File: config.mk
export PLATFORM = sky130hd
export DESIGN_NAME = snake_px_responder
export DESIGN_NICKNAME = d
export VERILOG_FILES = /design/src/rtl/snake_px_pkg.sv /design/src/rtl/px_fifo.sv /design/src/rtl/snake_px_responder.sv
export SDC_FILE = /design/constraint.sdc
export NUM_CORES = 1
export LEC_CHECK = 0
export ABC_CLOCK_PERIOD_IN_PS = 4400
export CORE_ASPECT_RATIO = 1.5
export CORE_MARGIN = 2
export CORE_UTILIZATION = 50
export DETAILED_ROUTE_END_ITERATION = 6
export GPL_TIMING_DRIVEN = 0
export PLACE_DENSITY = 0.75
export SLEW_MARGIN = 10
export SYNTH_ARGS = -nofsm -noshare
export SYNTH_HDL_FRONTEND = slang
export SYNTH_SLANG_ARGS = --single-unit
File: constraint.sdc
create_clock -name clk -period 4.4 [get_ports clk]
set_input_delay 0.88 -clock clk [delete_from_list [all_inputs] [get_ports clk]]
set_output_delay 0.88 -clock clk [all_outputs]
set_load 0.01 [all_outputs]
File: src/rtl/snake_px_pkg.sv
// Shared types and helpers for the snake pixel-write responder.
// px_req_t is one buffered pixel write; rd_state_t is the read FSM state;
// to_linear() maps {y,x} screen coordinates onto the linear RAM index.
package snake_px_pkg;

  localparam int DATA_W = 16;
  localparam int ADDR_W = 17;
  localparam int NUM_X  = 320;
  localparam int NUM_Y  = 240;

  typedef struct packed {
    logic [8:0]        x;
    logic [7:0]        y;
    logic [DATA_W-1:0] data;
  } px_req_t;

  typedef enum logic [1:0] {
    IDLE,
    RD_ISSUE,
    RD_WAIT,
    RD_DONE
  } rd_state_t;

  // y*320 + x built from shifts; cannot overflow 17 bits for any 9/8-bit input
  function automatic logic [ADDR_W-1:0] to_linear(input logic [8:0] x, input logic [7:0] y);
    logic [ADDR_W-1:0] y_ext;
    logic [ADDR_W-1:0] x_ext;
    y_ext     = {9'd0, y};
    x_ext     = {8'd0, x};
    to_linear = (y_ext << 8) + (y_ext << 6) + x_ext;
  endfunction

endpackage

File: src/rtl/px_fifo.sv
// Small synchronous FIFO of px_req_t entries with full/empty flags.
// Pointers carry one extra wrap bit so full and empty are distinguishable.
// Storage is not reset; only the pointers are.
module px_fifo
  import snake_px_pkg::*;
#(
  parameter int FIFO_DEPTH = 4
) (
  input  logic    clk,
  input  logic    reset,
  input  logic    push,
  input  px_req_t push_data,
  input  logic    pop,
  output px_req_t pop_data,
  output logic    full,
  output logic    empty
);

  localparam int AW = $clog2(FIFO_DEPTH);

  px_req_t     store [FIFO_DEPTH];
  logic [AW:0] wr_ptr;
  logic [AW:0] rd_ptr;
  logic        do_push;
  logic        do_pop;

  assign empty    = (wr_ptr == rd_ptr);
  assign full     = (wr_ptr[AW] != rd_ptr[AW]) && (wr_ptr[AW-1:0] == rd_ptr[AW-1:0]);
  assign do_push  = push && !full;
  assign do_pop   = pop && !empty;
  assign pop_data = store[rd_ptr[AW-1:0]];

  // advance read/write pointers; a push into a full FIFO is refused
  always_ff @(posedge clk or posedge reset) begin
    if (reset) begin
      wr_ptr <= '0;
      rd_ptr <= '0;
    end else begin
      if (do_push) wr_ptr <= wr_ptr + 1'b1;
      if (do_pop)  rd_ptr <= rd_ptr + 1'b1;
    end
  end

  // entry storage
  always_ff @(posedge clk) begin
    if (do_push) store[wr_ptr[AW-1:0]] <= push_data;
  end

endmodule

File: src/rtl/snake_px_responder.sv
// Avalon-MM slave for snake pixel writes/reads into a 320x240x16 frame buffer.
// Writes are buffered in px_fifo and drained one per cycle while the read FSM
// is idle; a read starts only once the FIFO is empty and the last RAM write
// strobe has retired, so reads always observe earlier writes.
// Optional build macro SNAKE_PX_STATS_EN adds stat_wr_cnt / stat_drop_cnt.
module snake_px_responder #(
  parameter int FIFO_DEPTH = 4,
  parameter int X_LSB      = 1,
  parameter int Y_LSB      = 10,
  parameter int NUM_X      = snake_px_pkg::NUM_X,
  parameter int NUM_Y      = snake_px_pkg::NUM_Y
) (
  input  logic        clk,
  input  logic        reset,
  input  logic [31:0] av_address,
  input  logic        av_read,
  input  logic        av_write,
  input  logic [15:0] av_writedata,
  output logic        av_waitrequest,
  output logic [15:0] av_readdata,
  output logic [16:0] mem_addr,
  output logic        mem_we,
  output logic [15:0] mem_wdata,
  input  logic [15:0] mem_rdata
`ifdef SNAKE_PX_STATS_EN
  ,
  output logic [31:0] stat_wr_cnt,
  output logic [15:0] stat_drop_cnt
`endif
);

  import snake_px_pkg::*;

  localparam logic [8:0]  X_LIM     = 9'(NUM_X);
  localparam logic [7:0]  Y_LIM     = 8'(NUM_Y);
  localparam logic [31:0] USED_MASK = (32'h1FF << X_LSB) | (32'hFF << Y_LSB);

  logic [8:0] x_in;
  logic [7:0] y_in;
  logic       in_range;
  logic       unused_addr;
  logic       full;
  logic       empty;
  logic       wr_accept;
  logic       push;
  logic       drop;
  logic       pop;
  logic       rd_start;
  logic       rd_ok;
  px_req_t    push_req;
  px_req_t    pop_req;
  rd_state_t  state;
  rd_state_t  next_state;

  assign x_in        = av_address[X_LSB +: 9];
  assign y_in        = av_address[Y_LSB +: 8];
  assign in_range    = (x_in < X_LIM) && (y_in < Y_LIM);
  assign unused_addr = ^(av_address & ~USED_MASK);

  // a simultaneous read+write is handled as a write; the read is ignored
  assign wr_accept = av_write && !full;
  assign push      = wr_accept && in_range;
  assign drop      = wr_accept && !in_range;
  assign pop       = (state == IDLE) && !empty;
  assign rd_start  = (state == IDLE) && av_read && !av_write && empty && !mem_we;

  assign push_req.x    = x_in;
  assign push_req.y    = y_in;
  assign push_req.data = av_writedata;

  px_fifo #(
    .FIFO_DEPTH(FIFO_DEPTH)
  ) u_fifo (
    .clk      (clk),
    .reset    (reset),
    .push     (push),
    .push_data(push_req),
    .pop      (pop),
    .pop_data (pop_req),
    .full     (full),
    .empty    (empty)
  );

  // read FSM state register
  always_ff @(posedge clk or posedge reset) begin
    if (reset) state <= IDLE;
    else       state <= next_state;
  end

  // read FSM sequencing; once started it always runs to completion
  always_comb begin
    next_state = state;
    case (state)
      IDLE:     if (rd_start) next_state = RD_ISSUE;
      RD_ISSUE: next_state = RD_WAIT;
      RD_WAIT:  next_state = RD_DONE;
      RD_DONE:  next_state = IDLE;
      default:  next_state = IDLE;
    endcase
  end

  // stall writes while the FIFO is full, stall reads until the FSM reaches RD_DONE
  always_comb begin
    av_waitrequest = 1'b0;
    if (av_write)     av_waitrequest = full;
    else if (av_read) av_waitrequest = (state != RD_DONE);
  end

  // commit stage: RAM strobe/address/data from the FIFO head, read address issue, read data capture
  always_ff @(posedge clk or posedge reset) begin
    if (reset) begin
      mem_we      <= 1'b0;
      mem_addr    <= '0;
      mem_wdata   <= '0;
      av_readdata <= '0;
      rd_ok       <= 1'b0;
    end else begin
      mem_we <= pop;
      if (pop) begin
        mem_addr  <= to_linear(pop_req.x, pop_req.y);
        mem_wdata <= pop_req.data;
      end else if (rd_start && in_range) begin
        mem_addr  <= to_linear(x_in, y_in);
      end
      if (rd_start) rd_ok <= in_range;
      if (state == RD_WAIT) av_readdata <= rd_ok ? mem_rdata : 16'h0000;
    end
  end

`ifdef SNAKE_PX_STATS_EN
  // wrap-around counters of committed and out-of-range writes
  always_ff @(posedge clk or posedge reset) begin
    if (reset) begin
      stat_wr_cnt   <= '0;
      stat_drop_cnt <= '0;
    end else begin
      if (pop)  stat_wr_cnt   <= stat_wr_cnt + 32'd1;
      if (drop) stat_drop_cnt <= stat_drop_cnt + 16'd1;
    end
  end
`endif

endmodule

# Yosys cells after proc, flatten, opt, wreduce, memory -nomap -nowiden
# Memories as Yosys holds them, arrays and structs flattened.
# Index checks and enable logic that the tools add are counted.
word_totals:
  input_bits: 68
  ff_bits: 59
  ramBits: 132
  n_memories: 1
  output_inout_bits: 51
memory_table:
  columns: ["memory", "words", "width", "read_ports", "rd_ports_with_merged_regs", "write_ports", "line_no", "rtl"]
  rows:
  - ["u_fifo.store", 4, 33, 1, 0, 1, "px_fifo.sv:21", "px_req_t store [FIFO_DEPTH];"]
classes:
  muxes: 9
  n_lt_le_gt_ge: 2
  addsub: 6
  eq_ne: 8
  reduce_logical: 18
op_table:
  columns: ["operator", "n"]
  rows:
  - ["16-bit by 14-bit adder with 17-bit output", 2]
  - ["17-bit by 9-bit adder with 17-bit output", 2]
  - ["17-bit 2-to-1 mux", 2]
  - ["16-bit 2-to-1 mux", 1]
  - ["1-bit logical AND", 12]
  - ["9-bit less-than comparator (second input constant)", 1]
  - ["8-bit less-than comparator (second input constant)", 1]
  - ["2-bit one-hot mux with 4 select lines", 1]
  - ["3-bit by 1-bit adder with 3-bit output (second input constant)", 2]
  - ["2-bit == test (second input constant)", 2]
  - ["1-bit zero test", 4]
  - ["1-bit 2-to-1 mux", 4]
  - ["2-bit inequality test (second input constant)", 2]
  - ["3-bit == test", 1]
  - ["2-bit by 1-bit == test with 1-bit output (second input constant)", 1]
  - ["2-bit == test", 1]
  - ["2-bit zero test", 1]
  - ["2-bit 2-to-1 mux", 1]
  - ["2-bit nonzero test", 1]
  - ["1-bit inequality test", 1]

# Longest topological paths before layout
# Gate-level depths: netlist of run 1.
depth:
  ltp_word: 8
  ltp_mapped: 13

# Modules after synthesis
# A second synthesis of run 1 with hierarchy kept.
unflattened:
  cells_unflattened: 579
  hier_area_um2: 8423.1
by_module_without_submodules:
  columns: ["module", "area_each_um2", "seq_area_each_um2", "n_inst", "cells_each"]
  rows:
  - ["px_fifo", 5273.8, 4113.9, 1, 222]
  - ["snake_px_responder", 3149.3, 1326.3, 1, 357]

# Least setup slack after synthesis of run 1
# OpenSTA, ideal clock, no wires.
synth_timing:
  path_kind: "register to register"
  from: "register u_fifo.rd_ptr[0]"
  to: "register mem_addr[14]"
  required_ps: 4313
  period_less_slack_ps: 3351
  arrival_time_ps: 3265
  slack_ps: 1049
  path_stages_with_launch: 14
  path_cell_list: "dfrtp_1 buf_6 buf_2 mux4_2 inv_1 fa_1 inv_1 ha_1 a211oi_2 o21bai_1 o311a_1 o21a_1 o21a_1 a211oi_2"
synth_between:
  elab_chain_len: 5
  elab_cells_between_ends: 11
  classes_between: "2 x add/sub; 1 x eq/ne; 1 x mux; 6 x reduce/logical; 1 x memory"
synth_lines:
  columns: ["item", "line_no", "rtl"]
  rows:
  - ["start: declaration", "px_fifo.sv:23", "logic [AW:0] rd_ptr;"]
  - ["start signal: assignment", "px_fifo.sv:40", "if (do_pop) rd_ptr <= rd_ptr + 1'b1;"]
  - ["parallel branches: the longest is 5 deep, another holds memory read 4 x 33 bit", null, null]
  - ["end signal: assignment", "snake_px_responder.sv:120", "mem_addr <= to_linear(pop_req.x, pop_req.y);"]
  - ["end signal: assignment", "snake_px_responder.sv:123", "mem_addr <= to_linear(x_in, y_in);"]
  - ["end: declaration", "snake_px_responder.sv:21", "output logic [16:0] mem_addr,"]
# Several ways; the timed one is not identified.
# A chain may end at the register's enable or synchronous reset.

# Final worst setup path of run 1
layout_timing:
  from: "register u_fifo.rd_ptr[1]"
  to: "register mem_addr[14]"
# The elaborated chain is that of the path after synthesis.

==> flow_summary.json, run 1 <==
{
  "met2_usage_pct": 37.0,
  "grt_pass1_vias": 5241,
  "drive_above_1_share_pct": 16.8,
  "maxCapViolCount": 0,
  "cts_buffer_depth": 2,
  "gr-total-overflow": 0,
  "place_ws_ns": 0.459,
  "slew-limit-headroom_pct": 48.2,
  "diodes": 0,
  "numCtsBuffers": 17,
  "max_freq_mhz": 263,
  "gp_congestion": 0.776,
  "ys_seq_area_share_pct": 65.1,
  "routedWlPerCell_um": 20.1,
  "clkLatencyLatePin_ns": 0.42,
  "setup_viol": 0,
  "worstSetupPathType": "register to register",
  "synth.net_count": 622,
  "grt_pass1_wl_um": 27500,
  "rows": 57,
  "synth_common_cells": "132 x edfxtp_1, 59 x dfrtp_1, 39 x ha_1",
  "nNetsFinal": 747,
  "hold_viol": 0,
  "synth_edf_count": 132,
  "start_kind": "register",
  "period_needed_ns": 3.80,
  "port_buffers": 103,
  "layout_setup_ws_ns": 0.603,
  "ir_worst_vdd_mv": 0.456,
  "cts_setup_buffers": 0,
  "holdCritPathClass": "register to register",
  "drv_slew": 0,
  "design.core.area_mm2": 0.0163,
  "cts-root-buf": "clkbuf_16",
  "busiest_layer": "met2",
  "synth_top_area_share_pct": 47.4,
  "synth.avg_cell_area_um2": 16.4,
  "syn_to_final_growth_pct": 22.8,
  "drt_iter0_drc": 241,
  "synthCells": 511,
  "postCtsResizedCells": 0,
  "cts_hold_buf": 0,
  "die_h_um": 162,
  "crit_fanout": 10,
  "slowest_delay_ns": 0.57,
  "remaining_drc_errors": 0,
  "globalRouteMet3Util_pct": 4.36,
  "critPathBufInv": 4,
  "finClkSkew_ns": 0.00746,
  "clock-sinks": 191,
  "n_fill_cell": 1180,
  "antenna_found_initial": 0,
  "hpwl_um": 11500,
  "start_util_pct": 51.4,
  "rsz0062_at_grt": "false",
  "ys.flop_type": "edfxtp_1",
  "setup_tns_ns": 0,
  "power_leakage_nw": 3.84,
  "outcome": "completed",
  "drt_pass1_iterations": 4,
  "slowest_stage": "clkbuf_1",
  "crit_chain": "buf_4 -> clkbuf_1 -> mux4_2 -> inv_1 -> fa_1 -> inv_1 -> ha_1 -> a211oi_2 -> o21bai_1 -> o311a_1 -> o21a_1 -> o21a_1 -> a211oi_2",
  "cp_top_family": "compound AO/OA/AOI/OAI gates",
  "min_period_over_period_pct": 86.3,
  "power_density_mw_per_mm2": 727,
  "yosysMostFrequentCell": "edfxtp_1",
  "ioPinCount": 119,
  "required_ns": 4.73,
  "synth.area.top_cells": "edfxtp_1 47%, dfrtp_1 18%, mux4_2 8.9%, ha_1 5.8%, mux2_4 2.9%",
  "yosysTopAreaCell": "edfxtp_1",
  "yosysWarnings": 0,
  "drtAntennaViolNets": 0,
  "fp.dieW_um": 110,
  "die-area_mm2": 0.0178,
  "grt_usage_pct": 20.7,
  "h-tree-depth": 4,
  "met1_usage_pct": 24.4,
  "cts_tree": "done",
  "cp.arrival_ns": 4.13,
  "wirelength_um": 17200,
  "ys_ff_latch": 191,
  "hold_slack_ns": 0.472,
  "netlist_area_mm2": 0.00836,
  "avgViaCountPerCell": 5.54,
  "grt_max_degree": 60,
  "vias": 4733,
  "ys_types": 50,
  "path_clk_slew_ns": 0.07,
  "ys_async_sr_fraction_pct": 30.9,
  "setup.worst_path.end_class": "register",
  "worst_slew_pin_slew_ns": 0.777
}
[metrics by stage]
stage	total power [mW]	area [um2]	utilization, %	instances
after CTS	7.53	10300	63.2	855
after global placement	5.89	9650	59.3	820
after floorplan	4.86	8360	-	511
final	7.47	10300	63.2	855
after global routing	7.94	10300	63.2	855
after detailed placement	6.03	9720	59.8	823
[state kept, by name, indices dropped and copies added, names as in the netlist]
name	count
mem_addr	17
u_fifo.store	132
mem_wdata	16
av_readdata	16
u_fifo.wr_ptr	3
mem_we	1
state	2
rd_ok	1
u_fifo.rd_ptr	3
[power by group]
part	internal (mW)	switching, mW
Combinational	1.69	1.69
Sequential	2.40	0.227
Clock	0.803	0.650
Total	4.90	2.57
[layout by cell type, fill, tap and decap left out, types with 3 or more instances in the layout]
cell	synthesis	final
inv_1	33	32
clkbuf_1	8	11
ha_1	39	39
nor3_1	3	3
a21o_1	5	5
buf_6	4	4
mux2_4	16	16
fa_1	4	4
mux2i_1	13	13
o21ai_0	32	32
buf_2	4	4
o21a_1	4	4
buf_12	0	3
nor2_1	17	17
edfxtp_1	132	132
mux4_2	33	33
clkdlybuf4s50_1	0	103
and2_2	0	3
nand2_1	30	30
inv_6	0	4
a21oi_1	17	17
dfrtp_1	59	59
clkbuf_16	0	17
clkinv_2	0	3
xnor2_1	13	13
[logic make-up (layout without fill, tap and decap cells)]
kind of cell / after synthesis / in the layout / share of synthesized area, %
flops: 191 / 191 / 65.1
compound gates: 76 / 76 / 5.84
simple gates: 69 / 69 / 4.00
mux: 62 / 62 / 13.3
buf+inv: 52 / 190 / 2.84
fa+ha+maj: 43 / 43 / 6.79
xor+xnor: 18 / 18 / 2.15
[cell type report]
| class | instances | area [um2] | share of cell area (%) |
|---|---|---|---|
| clock buffers | 21 | 450 | 4.39 |
| inverters | 34 | 130 | 1.27 |
| multi-input cells | 268 | 2690 | 26.2 |
| flip-flops and latches | 191 | 5440 | 53.0 |
| well taps | 206 | 258 | 2.51 |
| repair buffers | 106 | 1090 | 10.6 |
| clock inverters | 11 | 104 | 1.01 |
| plain buffers | 18 | 110 | 1.07 |
[routing by layer]
layer,share of wire (%),vias up,wire length (um)
met2,54,128,9370
met1,38,2419,6580
met3,5.6,15,967
li1,-,2171,-
met4,1.6,0,274
met5,0,-,0
[path summary, 6_finish.rpt]
kind | start | to | slack, ns | cells past startpoint
hold / removal | rd_ok | rd_ok | 0.47 | 1
setup / recovery | u_fifo.rd_ptr[1] | mem_addr[14] | 0.60 | 13
hold reg to reg | rd_ok | rd_ok | 0.47 | 1
max in group asynchronous | reset | mem_wdata[15] | 2.92 | 2
min in group asynchronous | reset | av_readdata[2] | 0.97 | 2
setup reg to reg | u_fifo.rd_ptr[1] | mem_addr[14] | 0.60 | 13
(Power assumes the default switching activity.)
==> run 2, diff against run 1 <==
--- a/constraint.sdc
+++ b/constraint.sdc
@@ -3,2 +3,2 @@
 set_output_delay 0.88 -clock clk [all_outputs]
-set_load 0.01 [all_outputs]
+set_load 0.1 [all_outputs]
==> results of run 2 <==
The final DEF is identical to that of run 1. Status: completed.
Power of run 2 is left out: the tool's default activity adds up to more than one toggle a clock period on the data nets, which glitch-free logic cannot reach.
==> run 3, diff against run 2 <==
DONT_BUFFER_PORTS = 1   (was default)
PLACE_DENSITY = 0.66   (was 0.75)
==> flow_summary.json, run 3 (same netlist as run 1, synthesis figures left out) <==
{
  "outcome": "completed",
  "setup.worst_path.end_class": "register",
  "grt_pass1_wl_um": 23800,
  "drt_pass1_iterations": 6,
  "period_needed_ns": 3.77,
  "cts-root-buf": "clkbuf_16",
  "worstRegToRegCells": 13,
  "vias": 4222,
  "antenna_found_initial": 0,
  "grt_usage_pct": 18.7,
  "worst_slew_pin_slew_ns": 1.08,
  "rows": 57,
  "avgViaCountPerCell": 5.61,
  "clock-sinks": 191,
  "setup_viol": 0,
  "remaining_drc_errors": 0,
  "cts_tree": "done",
  "hold_viol": 0,
  "die_h_um": 162,
  "cts_buffer_depth": 2,
  "cp.arrival_ns": 4.12,
  "cts_setup_buffers": 0,
  "drv_slew": 0,
  "grt_pass1_vias": 4459,
  "start_kind": "register",
  "hpwl_um": 10700,
  "fp.dieW_um": 110,
  "slowest_delay_ns": 0.56,
  "h-tree-depth": 4,
  "slowest_stage": "clkbuf_1",
  "layout_common_cells": "132 x edfxtp_1, 59 x dfrtp_1, 39 x ha_1",
  "routedWlPerCell_um": 20.8,
  "nNetsFinal": 644,
  "grt_max_degree": 60,
  "drtAntennaViolNets": 0,
  "largest_reg_flops": 132,
  "port_buffers": 0,
  "diodes": 0,
  "setup_tns_ns": 0,
  "min_period_over_period_pct": 85.7,
  "max_freq_mhz": 265,
  "cts_hold_buf": 0,
  "clkLatencyLatePin_ns": 0.43,
  "worstSetupPathType": "register to register",
  "wirelength_um": 15600,
  "gp_congestion": 0.743,
  "required_ns": 4.75,
  "crit_chain": "buf_4 -> clkbuf_1 -> mux4_2 -> inv_1 -> fa_1 -> inv_1 -> ha_1 -> a211oi_2 -> o21bai_1 -> o311a_1 -> o21a_1 -> o21a_1 -> a211oi_2",
  "numCtsBuffers": 17,
  "maxCapViolCount": 0,
  "final_common_cell": "edfxtp_1",
  "slew-limit-headroom_pct": 28.0,
  "holdCritPathClass": "primary input to asynchronous set/reset pin",
  "design.core.area_mm2": 0.0163,
  "finClkSkew_ns": 0.0104,
  "postCtsResizedCells": 0,
  "start_util_pct": 51.4,
  "gr-total-overflow": 0,
  "crit_fanout": 10,
  "path_clk_slew_ns": 0.07,
  "syn_to_final_growth_pct": 11.1,
  "drt_iter0_drc": 158,
  "ioPinCount": 119,
  "rsz0062_at_grt": "false",
  "die-area_mm2": 0.0178,
  "drive_above_1_share_pct": 20.9
}
## run 3: metrics by stage
stage                     utilization (%)  hold WS (ns)  instances  cell area [um2]  worst slack [ns]
after detailed placement             53.4         0.459        720             8690             0.629
after global placement               53.0         0.455        717             8620             0.386
after global routing                 57.1         0.486        752             9290             0.336
final                                57.1         0.462        752             9290             0.629
after CTS                            57.1         0.476        752             9290             0.591
after floorplan                         -         0.442        511             8360             0.415
## run 3: area by class of cell
class / instances / area [um2]
Timing Repair Buffer: 3 / 60.1
Clock buffer: 17 / 425
Sequential cell: 191 / 5440
Clock inverter: 15 / 178
Buffer: 18 / 110
Tap cell: 206 / 258
Inverter: 34 / 130
Fill cell: 1271 / 6970
Multi-Input combinational cell: 268 / 2690
## run 3: worst max-delay path, delay by kind of cell (launching register included)
family                     cells  cell delay [ns]
AOI/OAI and AO/OA              6             1.21
adders and majority gates      2             0.86
buffers and inverters          4             0.91
DFF                            1             0.35
muxes                          1             0.36
## run 3: metal layers
| metal | global-route usage, % | up-vias | routed length (um) |
|---|---|---|---|
| met3 | 6.56 | 21 | 1120 |
| met4 | 6.33 | 0 | 267 |
| met1 | 21.1 | 2112 | 5940 |
| li1 | - | 1964 | - |
| met2 | 32.5 | 125 | 8310 |
| met5 | 0 | - | 0 |
## run 3: final timing paths
| check | from | end | slack (ns) |
|---|---|---|---|
| setup / recovery | u_fifo.rd_ptr[1] | mem_addr[14] | 0.63 |
| hold / removal | reset | av_readdata[13] | 0.46 |
| setup reg to reg | u_fifo.rd_ptr[1] | mem_addr[14] | 0.63 |
| hold reg to reg | rd_ok | rd_ok | 0.47 |
| max in group asynchronous | reset | mem_addr[7] | 3.41 |
| min in group clk | rd_ok | rd_ok | 0.47 |
Power of run 3 is left out for the same reason.
